==> src/rtl/arc_pkg.sv <==
// Shared definitions for the ARC MIPS decode-stage immediate path.
// Contents:
//   OPERAND_W      default datapath operand width
//   imm_mode_e     immediate extension mode encodings (3 bits, 5..7 illegal)
//   mode_is_legal  helper returning 1 for an encoding the extender implements
package arc_pkg;

   localparam int OPERAND_W = 32;

   typedef enum logic [2:0] {
      IMM_SIGN   = 3'd0,
      IMM_ZERO   = 3'd1,
      IMM_LUI    = 3'd2,
      IMM_BRANCH = 3'd3,
      IMM_JUMP   = 3'd4
   } imm_mode_e;

   function automatic logic mode_is_legal(input logic [2:0] mode);
      return (mode <= 3'd4);
   endfunction

endpackage

==> src/rtl/imm_extend_core.sv <==
// Combinational immediate extender: picks the immediate or jump field out of an
// instruction word and forms an OUT_W-bit operand according to the mode.
// Ports:
//   instr  in   INSTR_W  instruction word
//   mode   in   3        extension mode (arc_pkg::imm_mode_e encodings)
//   data   out  OUT_W    extended operand, 0 for an illegal mode
//   err    out  1        1 when mode is not a legal encoding
module imm_extend_core
   import arc_pkg::*;
#(
   parameter int INSTR_W = 32,
   parameter int IMM_W   = 16,
   parameter int JMP_W   = 26,
   parameter int OUT_W   = OPERAND_W
) (
   input  logic [INSTR_W-1:0] instr,
   input  logic [2:0]         mode,
   output logic [OUT_W-1:0]   data,
   output logic               err
);

   logic [IMM_W-1:0] imm_s;
   logic [JMP_W-1:0] jmp_s;
   logic [OUT_W-1:0] sext_s;
   logic [OUT_W-1:0] zext_s;
   logic [OUT_W-1:0] jext_s;

   assign imm_s  = instr[IMM_W-1:0];
   assign jmp_s  = instr[JMP_W-1:0];
   assign sext_s = {{(OUT_W-IMM_W){imm_s[IMM_W-1]}}, imm_s};
   assign zext_s = {{(OUT_W-IMM_W){1'b0}}, imm_s};
   assign jext_s = {{(OUT_W-JMP_W){1'b0}}, jmp_s};

   // Opcode bits above the jump field play no part in the immediate.
   if (INSTR_W > JMP_W) begin : g_spare
      logic unused_bits_s;
      assign unused_bits_s = ^instr[INSTR_W-1:JMP_W];
   end

   // Mode select; shifts truncate to OUT_W by construction of the operands.
   always_comb begin
      data = {OUT_W{1'b0}};
      err  = 1'b0;
      case (mode)
         IMM_SIGN:   data = sext_s;
         IMM_ZERO:   data = zext_s;
         IMM_LUI:    data = zext_s << IMM_W;
         IMM_BRANCH: data = sext_s << 2'd2;
         IMM_JUMP:   data = jext_s << 2'd2;
         default: begin
            data = {OUT_W{1'b0}};
            err  = ~mode_is_legal(mode);
         end
      endcase
   end

endmodule

==> src/rtl/imm_extend_pipe.sv <==
// Immediate generator with a PIPE_DEPTH-deep valid/ready pipeline, stall and flush.
// Sits between fetch/decode and the ID/EX register.
// Ports:
//   clock       in   1        rising-edge clock
//   reset_n     in   1        asynchronous active-low reset
//   i_valid     in   1        input item present
//   o_ready     out  1        item accepted this cycle when i_valid is also 1
//   i_instr     in   INSTR_W  instruction word
//   i_mode      in   3        extension mode
//   i_flush     in   1        discard all in-flight items at the next edge
//   o_valid     out  1        o_data_imm / o_mode_err hold a result
//   i_ready     in   1        downstream consumes the result this cycle
//   o_data_imm  out  OUT_W    extended immediate
//   o_mode_err  out  1        result came from an illegal mode
module imm_extend_pipe
   import arc_pkg::*;
#(
   parameter int INSTR_W    = 32,
   parameter int IMM_W      = 16,
   parameter int JMP_W      = 26,
   parameter int OUT_W      = OPERAND_W,
   parameter int PIPE_DEPTH = 1
) (
   input  logic               clock,
   input  logic               reset_n,
   input  logic               i_valid,
   output logic               o_ready,
   input  logic [INSTR_W-1:0] i_instr,
   input  logic [2:0]         i_mode,
   input  logic               i_flush,
   output logic               o_valid,
   input  logic               i_ready,
   output logic [OUT_W-1:0]   o_data_imm,
   output logic               o_mode_err
);

   if (OUT_W < JMP_W + 2 || OUT_W < IMM_W + 2 || PIPE_DEPTH < 1 || PIPE_DEPTH > 4 ||
       IMM_W > JMP_W || JMP_W > INSTR_W) begin : g_param_check
      $error("imm_extend_pipe: illegal parameter combination");
   end

   logic [OUT_W-1:0]      core_data_s;
   logic                  core_err_s;
   logic                  accept_s;
   logic [PIPE_DEPTH-1:0] valid_s;
   logic [PIPE_DEPTH-1:0] err_s;
   logic [PIPE_DEPTH-1:0] adv_s;
   logic [OUT_W-1:0]      data_s [PIPE_DEPTH];

   imm_extend_core #(
      .INSTR_W (INSTR_W),
      .IMM_W   (IMM_W),
      .JMP_W   (JMP_W),
      .OUT_W   (OUT_W)
   ) u_core (
      .instr (i_instr),
      .mode  (i_mode),
      .data  (core_data_s),
      .err   (core_err_s)
   );

   assign o_ready  = adv_s[0] & ~i_flush;
   assign accept_s = i_valid & o_ready;

   for (genvar k = 0; k < PIPE_DEPTH; k++) begin : g_stage
      logic             prev_valid_s;
      logic [OUT_W-1:0] prev_data_s;
      logic             prev_err_s;
      logic             valid_r;
      logic [OUT_W-1:0] data_r;
      logic             err_r;

      if (k == 0) begin : g_first
         assign prev_valid_s = accept_s;
         assign prev_data_s  = core_data_s;
         assign prev_err_s   = core_err_s;
      end else begin : g_next
         assign prev_valid_s = valid_s[k-1];
         assign prev_data_s  = data_s[k-1];
         assign prev_err_s   = err_s[k-1];
      end

      // A stage can move on unless it and every stage after it are full and the
      // output is stalled; this is the unrolled adv_k = !valid_k || adv_{k+1}.
      assign adv_s[k]   = i_ready | ~(&valid_s[PIPE_DEPTH-1:k]);
      assign valid_s[k] = valid_r;
      assign data_s[k]  = data_r;
      assign err_s[k]   = err_r;

      // Stage register: flush drops validity; payload only moves with a valid item.
      always_ff @(posedge clock or negedge reset_n) begin
         if (!reset_n) begin
            valid_r <= 1'b0;
            data_r  <= {OUT_W{1'b0}};
            err_r   <= 1'b0;
         end else begin
            if (i_flush) begin
               valid_r <= 1'b0;
            end else if (adv_s[k]) begin
               valid_r <= prev_valid_s;
            end else begin
               valid_r <= valid_r;
            end
            if (adv_s[k] && prev_valid_s) begin
               data_r <= prev_data_s;
               err_r  <= prev_err_s;
            end else begin
               data_r <= data_r;
               err_r  <= err_r;
            end
         end
      end
   end

   assign o_valid    = valid_s[PIPE_DEPTH-1];
   assign o_data_imm = data_s[PIPE_DEPTH-1];
   assign o_mode_err = err_s[PIPE_DEPTH-1];

endmodule

==> config.mk <==
export PLATFORM = sky130hd
export DESIGN_NAME = imm_extend_pipe
export DESIGN_NICKNAME = d
export VERILOG_FILES = /design/src/rtl/arc_pkg.sv /design/src/rtl/imm_extend_core.sv /design/src/rtl/imm_extend_pipe.sv
export SDC_FILE = /design/constraint.sdc
export NUM_CORES = 1
export LEC_CHECK = 0
export CAP_MARGIN = 5
export CORE_UTILIZATION = 45
export DETAILED_ROUTE_END_ITERATION = 8
export HOLD_SLACK_MARGIN = 0.15
export PLACE_DENSITY = 0.79
export SLEW_MARGIN = 10
export SYNTH_ARGS = -nofsm -noshare
export SYNTH_HDL_FRONTEND = slang
export SYNTH_SLANG_ARGS = --single-unit
==> constraint.sdc <==
create_clock -name clock -period 1.6 [get_ports clock]
set_input_delay 0.32 -clock clock [delete_from_list [all_inputs] [get_ports clock]]
set_output_delay 0.32 -clock clock [all_outputs]
set_load 0.02 [all_outputs]
# Yosys cells after proc, flatten, opt, wreduce, memory -nomap -nowiden
# Cells that the tools add are included.
word_totals:
  output_inout_bits: 35
  inputBits: 40
  ff_bits: 34
classes:
  eq_ne: 4
  bitwise_logic: 6
  magnitude_cmp: 1
  muxes: 4
  reduce_logical: 4
op_table:
  columns: ["cell", "count"]
  rows:
  - ["32-bit one-hot mux with 5 select lines", 1]
  - ["3-bit by 2-bit equality test with 1-bit output (second input constant)", 2]
  - ["5-bit OR reduction", 1]
  - ["3-bit by 1-bit equality test with 1-bit output (second input constant)", 1]
  - ["3-bit equality test (second input constant)", 1]
  - ["3-bit <= comparator (second input constant)", 1]
  - ["3-bit zero test", 1]
  - ["1-bit two-way mux", 3]
  - ["1-bit inverter", 3]
  - ["1-bit bitwise AND", 2]
  - ["2-bit nonzero test", 1]
  - ["1-bit logical AND", 1]
  - ["1-bit bitwise OR", 1]

# Longest topological paths before layout
# Gate-level depths: netlist (run 1).
depth:
  ltp_word: 6
  mapped_depth: 6
  mapped_depth_nobuf: 3

# Cells and area by module
# A second synthesis (run 1) with hierarchy kept.
hier_totals:
  hier_cells: 172
  hier_area_um2: 2192.1
modules_own_cells:
  columns: ["mod", "area_each_um2", "seq_area_each_um2", "instances", "cells_per_inst"]
  rows:
  - ["imm_extend_pipe", 1300.0, 850.8, 1, 75]
  - ["imm_extend_core", 892.1, 0.0, 1, 97]

# Least setup slack after synthesis (run 1)
# OpenSTA, ideal clock, no wires.
synth_timing:
  path_kind: "register to register"
  startpoint: "register g_stage[0].valid_r (netlist: o_valid)"
  endpoint: "register g_stage[0].data_r[26] (netlist: o_data_imm[26])"
  required_time_ps: 1472
  slack_ps: 64
  synth_period_minus_slack_ps: 1536
  arrival_ps: 1408
  stages_incl_launch_ff: 6
  path_buffers: 2
  setup_ps: 128
  cell_sequence: "dfrtp_1 > nand2b_1 > and2_1 > buf_2 > buf_2 > mux2_1"
synth_between:
  elab_chain_len: 5
synth_rtl:
  columns: ["item", "line", "text"]
  rows:
  - ["start, declared", "imm_extend_pipe.sv:69", "logic valid_r;"]
  - ["start signal, assigned", "imm_extend_pipe.sv:100", "valid_r <= prev_valid_s;"]
  - ["start signal, assigned", "imm_extend_pipe.sv:102", "valid_r <= valid_r;"]
  - ["1-bit inverter (*)", "imm_extend_pipe.sv:85", "assign adv_s[k] = i_ready | ~(&valid_s[PIPE_DEPTH-1:k]);"]
  - ["1-bit bitwise OR (*)", "imm_extend_pipe.sv:85", null]
  - ["1-bit bitwise AND", "imm_extend_pipe.sv:62", "assign o_ready = adv_s[0] & ~i_flush;"]
  - ["1-bit bitwise AND", "imm_extend_pipe.sv:63", "assign accept_s = i_valid & o_ready;"]
  - ["1-bit logical AND (*)", "imm_extend_pipe.sv:104", "if (adv_s[k] && prev_valid_s) begin"]
  - ["end signal, assigned", "imm_extend_pipe.sv:94", "data_r <= {OUT_W{1'b0}};"]
  - ["end signal, assigned", "imm_extend_pipe.sv:105", "data_r <= prev_data_s;"]
  - ["end signal, assigned", "imm_extend_pipe.sv:108", "data_r <= data_r;"]
  - ["end, declared", "imm_extend_pipe.sv:70", "logic [OUT_W-1:0] data_r;"]
# Every way passes the cells marked *; elsewhere a longest branch is shown, timed or not.
# A chain may end at the register's enable or synchronous reset.

# Worst setup path after layout (run 1)
layout_timing:
  startpoint: "register g_stage[0].data_r[12] (netlist: o_data_imm[12])"
  endpoint: "output o_data_imm[12]"
layout_lines:
  columns: ["item", "line", "text"]
  rows:
  - ["end, declared", "imm_extend_pipe.sv:33", "output logic [OUT_W-1:0] o_data_imm,"]
# No word-level cell between the ends.

==> out/qor.yml, run 1 <==
outcome: "finished, final reports clean"
vdd_ir_drop_max_mv: 0.5979
critPathMaxStageDelay_ps: 610
antenna_left: 0
nNetsFinal: 318
syn_to_final_growth_pct: 49.14
ys.flop_type: "dfrtp_1"
antennaDiodeCount: 0
hold_buffers: 0
maxCapViolCount: 0
ys_seq_area_share_pct: 38.95
syn_nets: 228
relSlewSlack_pct: 79.25
critical_path_depth: 1
finalSetupViolCount: 0
period_share_pct: 97.73
syn-cell-area_sq_um: 2185
cts_max_level: 2
required_ps: 1280
port_buffers: 68
worst_setup_path_start_kind: "flop"
clkLatencyLatePin_ps: 280
routed_wl_microns: 5958
grt_overflow: 0
cts_setup_buffers: 0
start_util_pct: 48.50
firstDrtPassIters: 4
cp-end-kind: "output port"
synthTopCellsByArea: "dfrtp_1, mux2_2, mux2_4, mux2i_1, nor4bb_1"
crit_buf_inv: 1
drive_gt1_share_pct: 26.16
min_period_ps: 1564
ys_types: 34
dpl_worst_slack_ps: -452.3
cts_buffer_depth: 2
ff2ff_path_depth: 5
setup_slack_ps: 36.40
fin_skew_ps: 5.392
vias: 1938
ys_top_cells_by_count: "dfrtp_1, mux2_2, mux2i_1"
drt_iter0_markers: 166
hold_viol_final: 0
yosys.area.top_type: "dfrtp_1"
stdcell_count: 331
r2r-start: "o_valid$_DFFE_PN0P_"
grt_max_degree: 35
clkSinkCount: 34
grt_pass1_wl_microns: 9404
grt_pass1_vias: 1893
antenna_found_initial: 0
synth_top_cell_area_share_pct: 38.95
via_per_inst: 5.855
hp-class: "input port to asynchronous set/reset pin"
yosysWarnings: 0
cts.reportedPaths.clkPinSlew_ps: 70
die_x_microns: 71.68
cpMaxStageDelayCell: "clkdlybuf4s50_1"
yosys.cell_count.top_type: "dfrtp_1"
die_h_microns: 71.68
path_max_fanout: 2
ys_ff_latch: 34
cp-startpoint: "o_data_imm[12]$_DFFE_PN0P_"
max_freq_mhz: 639.5
maxSlewViolCount: 0
critPathCapture: "o_data_imm[12]"
syn_inst: 188
gp_congestion: 0.8104
core_area_sq_um: 4504
worst_slew_pin_slew_ps: 311.3
synth_edf_count: 0
hpwl_microns: 4088
gr-usage-all-layers_pct: 23.88
cts_tree: "built"
rsz0062_at_grt: "no"
crit_chain: "clkdlybuf4s50_1"
avgSynthCellArea_sq_um: 11.62
drc: 0
root_buffer: "clkbuf_8"
crit_arrival_ps: 1240
dieArea_sq_um: 5137
async_flop_share_pct: 100.0
regToRegEndpoint: "o_data_imm[31]$_DFFE_PN0P_"
power.leakage_nw: 1.560
path_class: "flop to output port"
powerDensity_nw_per_um2: 832.4
crit_family: "buffers and inverters"
routedWlPerCell_microns: 18.00
row_count: 24
rrSetupSlack_ps: 270
io_pins: 75
dp_cells: 320
cts_buffers: 5
## registers in the layout, indices dropped and copies added (netlist names)
name        flops
o_data_imm     32
o_mode_err      1
o_valid         1
## through the flow
| step | hold WS [ps] | utilization, % | TNS (ps) | total power [mW] | instance area [sq um] |
|---|---|---|---|---|---|
| 2_1_floorplan | 24.41 | - | 0 | 1.561 | 2185 |
| 3_3_place_gp | 466.6 | 68.14 | -10060 | 2.032 | 3069 |
| 3_5_place_dp | 477.4 | 68.14 | -10880 | 2.050 | 3069 |
| 4_1_cts | 416.5 | 71.25 | 0 | 2.723 | 3209 |
| 5_1_grt | 426.6 | 72.33 | 0 | 2.838 | 3258 |
| 6_report | 412.2 | 72.33 | 0 | 2.712 | 3258 |
## worst register-to-register path: cells and delay by family (launching register included)
family | cells | cell delay [ps]
compound gates | 1 | 220
buf+inv | 2 | 360
flops | 1 | 360
simple gates | 2 | 280
## metal layers
layer | vias up | part of all wire (%) | global-route usage, % | wire (microns)
li1 | 908 | - | - | -
met1 | 939 | 44 | 32.11 | 2651
met2 | 83 | 48 | 38.89 | 2859
met3 | 8 | 6.0 | 5.204 | 357
met4 | 0 | 1.5 | 6.754 | 90
met5 | - | 0 | 0 | 0
## cells in the final DEF, fill, tap and decap left out, types with 8 or more instances in the layout
cell and n:
a221o_1 11, buf_4 31, clkdlybuf4s50_1 55, dfrtp_1 34, dlymetal6s2s_1 8, mux2_2 14, mux2_4 9, mux2i_1 13
nor4bb_1 12, o211ai_1 11, or4bb_1 10
## worst min-delay path by stage
stage                                             to  slack (ps)  cells after the start
after global placement    o_data_imm[18]$_DFFE_PN0P_         470                      1
after CTS                  o_data_imm[4]$_DFFE_PN0P_         420                      2
final                      o_data_imm[4]$_DFFE_PN0P_         410                      2
after detailed placement  o_data_imm[18]$_DFFE_PN0P_         480                      1
after floorplan            o_data_imm[0]$_DFFE_PN0P_          20                      0
after global routing       o_data_imm[4]$_DFFE_PN0P_         430                      2
## logic make-up (layout without fill, tap and decap cells)
family / count (synthesis) / count (layout) / synth area share (%)
and+or+nand+nor: 44 / 45 / 17.35
muxes: 41 / 41 / 21.94
AOI/OAI and AO/OA: 39 / 39 / 13.75
DFF: 34 / 34 / 38.95
buffers and inverters: 30 / 120 / 8.018
## area by class of cell
type	count	area (sq um)
clock inverter	1	5.005
tap	52	65.06
timing repair buffer	105	1047
fill	334	1246
clock buffer	7	86.33
inverter	7	26.28
sequential	34	850.8
multi-input combinational	125	1177
## power breakdown
group	switching, mW	internal [mW]	total [mW]
Combinational	0.444	0.551	0.995
Clock	0.313	0.347	0.660
Sequential	0.0687	0.988	1.06
Total	0.826	1.89	2.71
## timing repair
| item | in CTS | in global routing |
|---|---|---|
| resized for setup | 10 | 12 |
| setup endpoints to repair | 30 | 26 |
| hold endpoints to repair | 0 | 0 |
| cloned | 2 | 1 |
No activity file was read; power rests on OpenSTA's default activity.
==> inputs of run 2 (changes only) <==
--- a/config.mk
+++ b/config.mk
@@ -9,6 +9,7 @@
 export CORE_UTILIZATION = 45
 export DETAILED_ROUTE_END_ITERATION = 8
 export HOLD_SLACK_MARGIN = 0.15
+export MAX_ROUTING_LAYER = met4
 export PLACE_DENSITY = 0.79
 export SLEW_MARGIN = 10
 export SYNTH_ARGS = -nofsm -noshare
==> out/qor.yml, run 2 (synthesized netlist as in run 1, its figures left out) <==
crit_family: "buffers and inverters"
max_freq_mhz: 638.8  # -0.11%
relSlewSlack_pct: 79.70  # +0.46 points
start_util_pct: 48.50  # unchanged
die_h_microns: 71.68  # unchanged
cts_tree: "built"
layout_commonest_cell: "clkdlybuf4s50_1"
maxSlewViolCount: 0  # unchanged
cts_buffer_depth: 2  # unchanged
path_max_fanout: 2  # unchanged
hold_slack_ps: 411.4  # -0.7780 ps
worst_slew_pin_slew_ps: 304.4  # -6.853 ps
regToRegEndpoint: "o_data_imm[31]$_DFFE_PN0P_"
firstDrtPassIters: 6  # +2
cts_setup_buffers: 0  # unchanged
required_ps: 1280  # about the same
critPathMaxStageDelay_ps: 610  # about the same
power.leakage_nw: 1.560  # unchanged
port_buffers: 68  # unchanged
power_switching_uw: 825.0  # -0.11%
cp-startpoint: "o_data_imm[12]$_DFFE_PN0P_"
cpMaxStageDelayCell: "clkdlybuf4s50_1"
dieArea_sq_um: 5137  # unchanged
mostFrequentLayoutCells: "clkdlybuf4s50_1, dfrtp_1, buf_4, mux2_2, mux2i_1"
drive_gt1_share_pct: 26.16  # unchanged
period_share_pct: 97.83  # +0.11 points
finalSetupViolCount: 0  # unchanged
cts.reportedPaths.clkPinSlew_ps: 70  # about the same
p_int_mw: 1.886  # about the same
grt_pass1_vias: 1884  # -0.48%
ff2ff_path_depth: 5  # unchanged
min_period_ps: 1565  # +1.714 ps
multi_input_area_sq_um: 1177  # unchanged
clkPwrFrac_pct: 24.3  # about the same
hpwl_microns: 4088  # unchanged
cts_buffers: 5  # unchanged
routed_wl_microns: 5963  # about the same
cts_max_level: 2  # unchanged
vias: 1918  # -1.0%
hold_viol_final: 0  # unchanged
critical_path_depth: 1  # unchanged
antenna_left: 0  # unchanged
clkLatencyLatePin_ps: 280  # about the same
nNetsFinal: 318  # unchanged
crit_arrival_ps: 1250  # about the same
drt_iter0_markers: 151  # -9.0%
io_pins: 75  # unchanged
path_class: "flop to output port"
row_count: 24  # unchanged
pwr-share-comb_pct: 36.7  # about the same
rrSetupSlack_ps: 260  # about the same
vdd_ir_drop_max_mv: 0.5943  # -0.60%
swShare_pct: 30.43  # about the same
hp-class: "input port to asynchronous set/reset pin"
grt_max_degree: 35  # unchanged
antennaDiodeCount: 0  # unchanged
hold_buffers: 0  # unchanged
routedWlPerCell_microns: 18.02  # about the same
syn_to_final_growth_pct: 49.14  # unchanged
largest_reg_flops: 32  # unchanged
via_per_inst: 5.795  # -1.0%
placed_area_sq_um: 3069  # unchanged
clkSinkCount: 34  # unchanged
rsz0062_at_grt: "no"
core_area_sq_um: 4504  # unchanged
crit_buf_inv: 1  # unchanged
outcome: "finished, final reports clean"
r2r-start: "o_valid$_DFFE_PN0P_"
cp-end-kind: "output port"
fin_skew_ps: 5.847  # +0.4545 ps
antenna_found_initial: 0  # unchanged
powerDensity_nw_per_um2: 832.1  # about the same
grt_pass1_wl_microns: 9404  # unchanged
crit_chain: "clkdlybuf4s50_1"
regArea_sq_um: 850.8  # unchanged
power_frac_seq_pct: 39.0  # about the same
maxCapViolCount: 0  # unchanged
final_area_sq_um: 3258  # unchanged
critPathCapture: "o_data_imm[12]"
die_x_microns: 71.68  # unchanged
gp_congestion: 0.8223  # +1.5%
root_buffer: "clkbuf_8"
grt_overflow: 0  # unchanged
drc: 0  # unchanged
gr-usage-all-layers_pct: 24.67  # +0.79 points
fill_cells: 334  # unchanged
worst_setup_path_start_kind: "flop"
run 2: metrics by stage:
| step | total power, mW | std cells | setup TNS [ps] | setup WS, ps | util, % |
|---|---|---|---|---|---|
| 2_1_floorplan | 1.561 | 188 | 0 | 64.42 | - |
| 4_1_cts | 2.723 | 330 | 0 | 10.78 | 71.25 |
| 6_report | 2.711 | 331 | 0 | 34.68 | 72.33 |
| 3_3_place_gp | 2.032 | 320 | -10060 | -390.8 | 68.14 |
| 3_5_place_dp | 2.050 | 320 | -10880 | -452.3 | 68.14 |
| 5_1_grt | 2.839 | 331 | 0 | 1.373 | 72.33 |
run 2: routing by layer:
metal  up-vias  share of wire (%)  track usage [%]
li1        905                  -                -
met1       928                 45            32.56
met2        70                 47            38.57
met3        15                5.4            5.204
met4         0                2.0            6.754
met5         -                  0                -
run 2: power groups by stage:
stage	registers (mW)	clock network, mW	logic, mW
finish	1.06	0.659	0.996
global route	1.07	0.712	1.06
CTS	1.06	0.673	0.992
detailed placement	1.07	0	0.977
global placement	1.07	0	0.963
floorplan	1.23	0	0.333
run 2: layout make-up:
| type | count | share of cell area, % |
|---|---|---|
| clock buffers | 7 | 2.650 |
| clock inverters | 1 | 0.1536 |
| inverters | 7 | 0.8065 |
| multi-input cells | 125 | 36.14 |
| flip-flops and latches | 34 | 26.11 |
| well taps | 52 | 1.997 |
| repair buffers | 105 | 32.14 |
run 2: worst min path at each step:
stage	start	to	depth (start not counted)
after floorplan	reset_n	o_data_imm[0]$_DFFE_PN0P_	0
after global placement	o_data_imm[18]$_DFFE_PN0P_	o_data_imm[18]$_DFFE_PN0P_	1
after detailed placement	o_data_imm[18]$_DFFE_PN0P_	o_data_imm[18]$_DFFE_PN0P_	1
after CTS	reset_n	o_data_imm[4]$_DFFE_PN0P_	2
after global routing	reset_n	o_data_imm[4]$_DFFE_PN0P_	2
final	reset_n	o_data_imm[4]$_DFFE_PN0P_	2
run 2: what timing repair did:
item / 4_1_cts / 5_1_grt
setup endpoints to repair: 30 / 26
cloned: 2 / 1
gates resized for setup: 10 / 12
endpoints found under the hold margin: 0 / 0
==> inputs of run 3 (changes only) <==
--- a/config.mk
+++ b/config.mk
@@ -11,7 +11,7 @@
 export HOLD_SLACK_MARGIN = 0.15
 export MAX_ROUTING_LAYER = met4
 export PLACE_DENSITY = 0.79
-export SLEW_MARGIN = 10
+export SLEW_MARGIN = 20
 export SYNTH_ARGS = -nofsm -noshare
 export SYNTH_HDL_FRONTEND = slang
 export SYNTH_SLANG_ARGS = --single-unit
==> results of run 3 <==
Same layout as run 2: the final DEF is identical, and so are final timing and power.
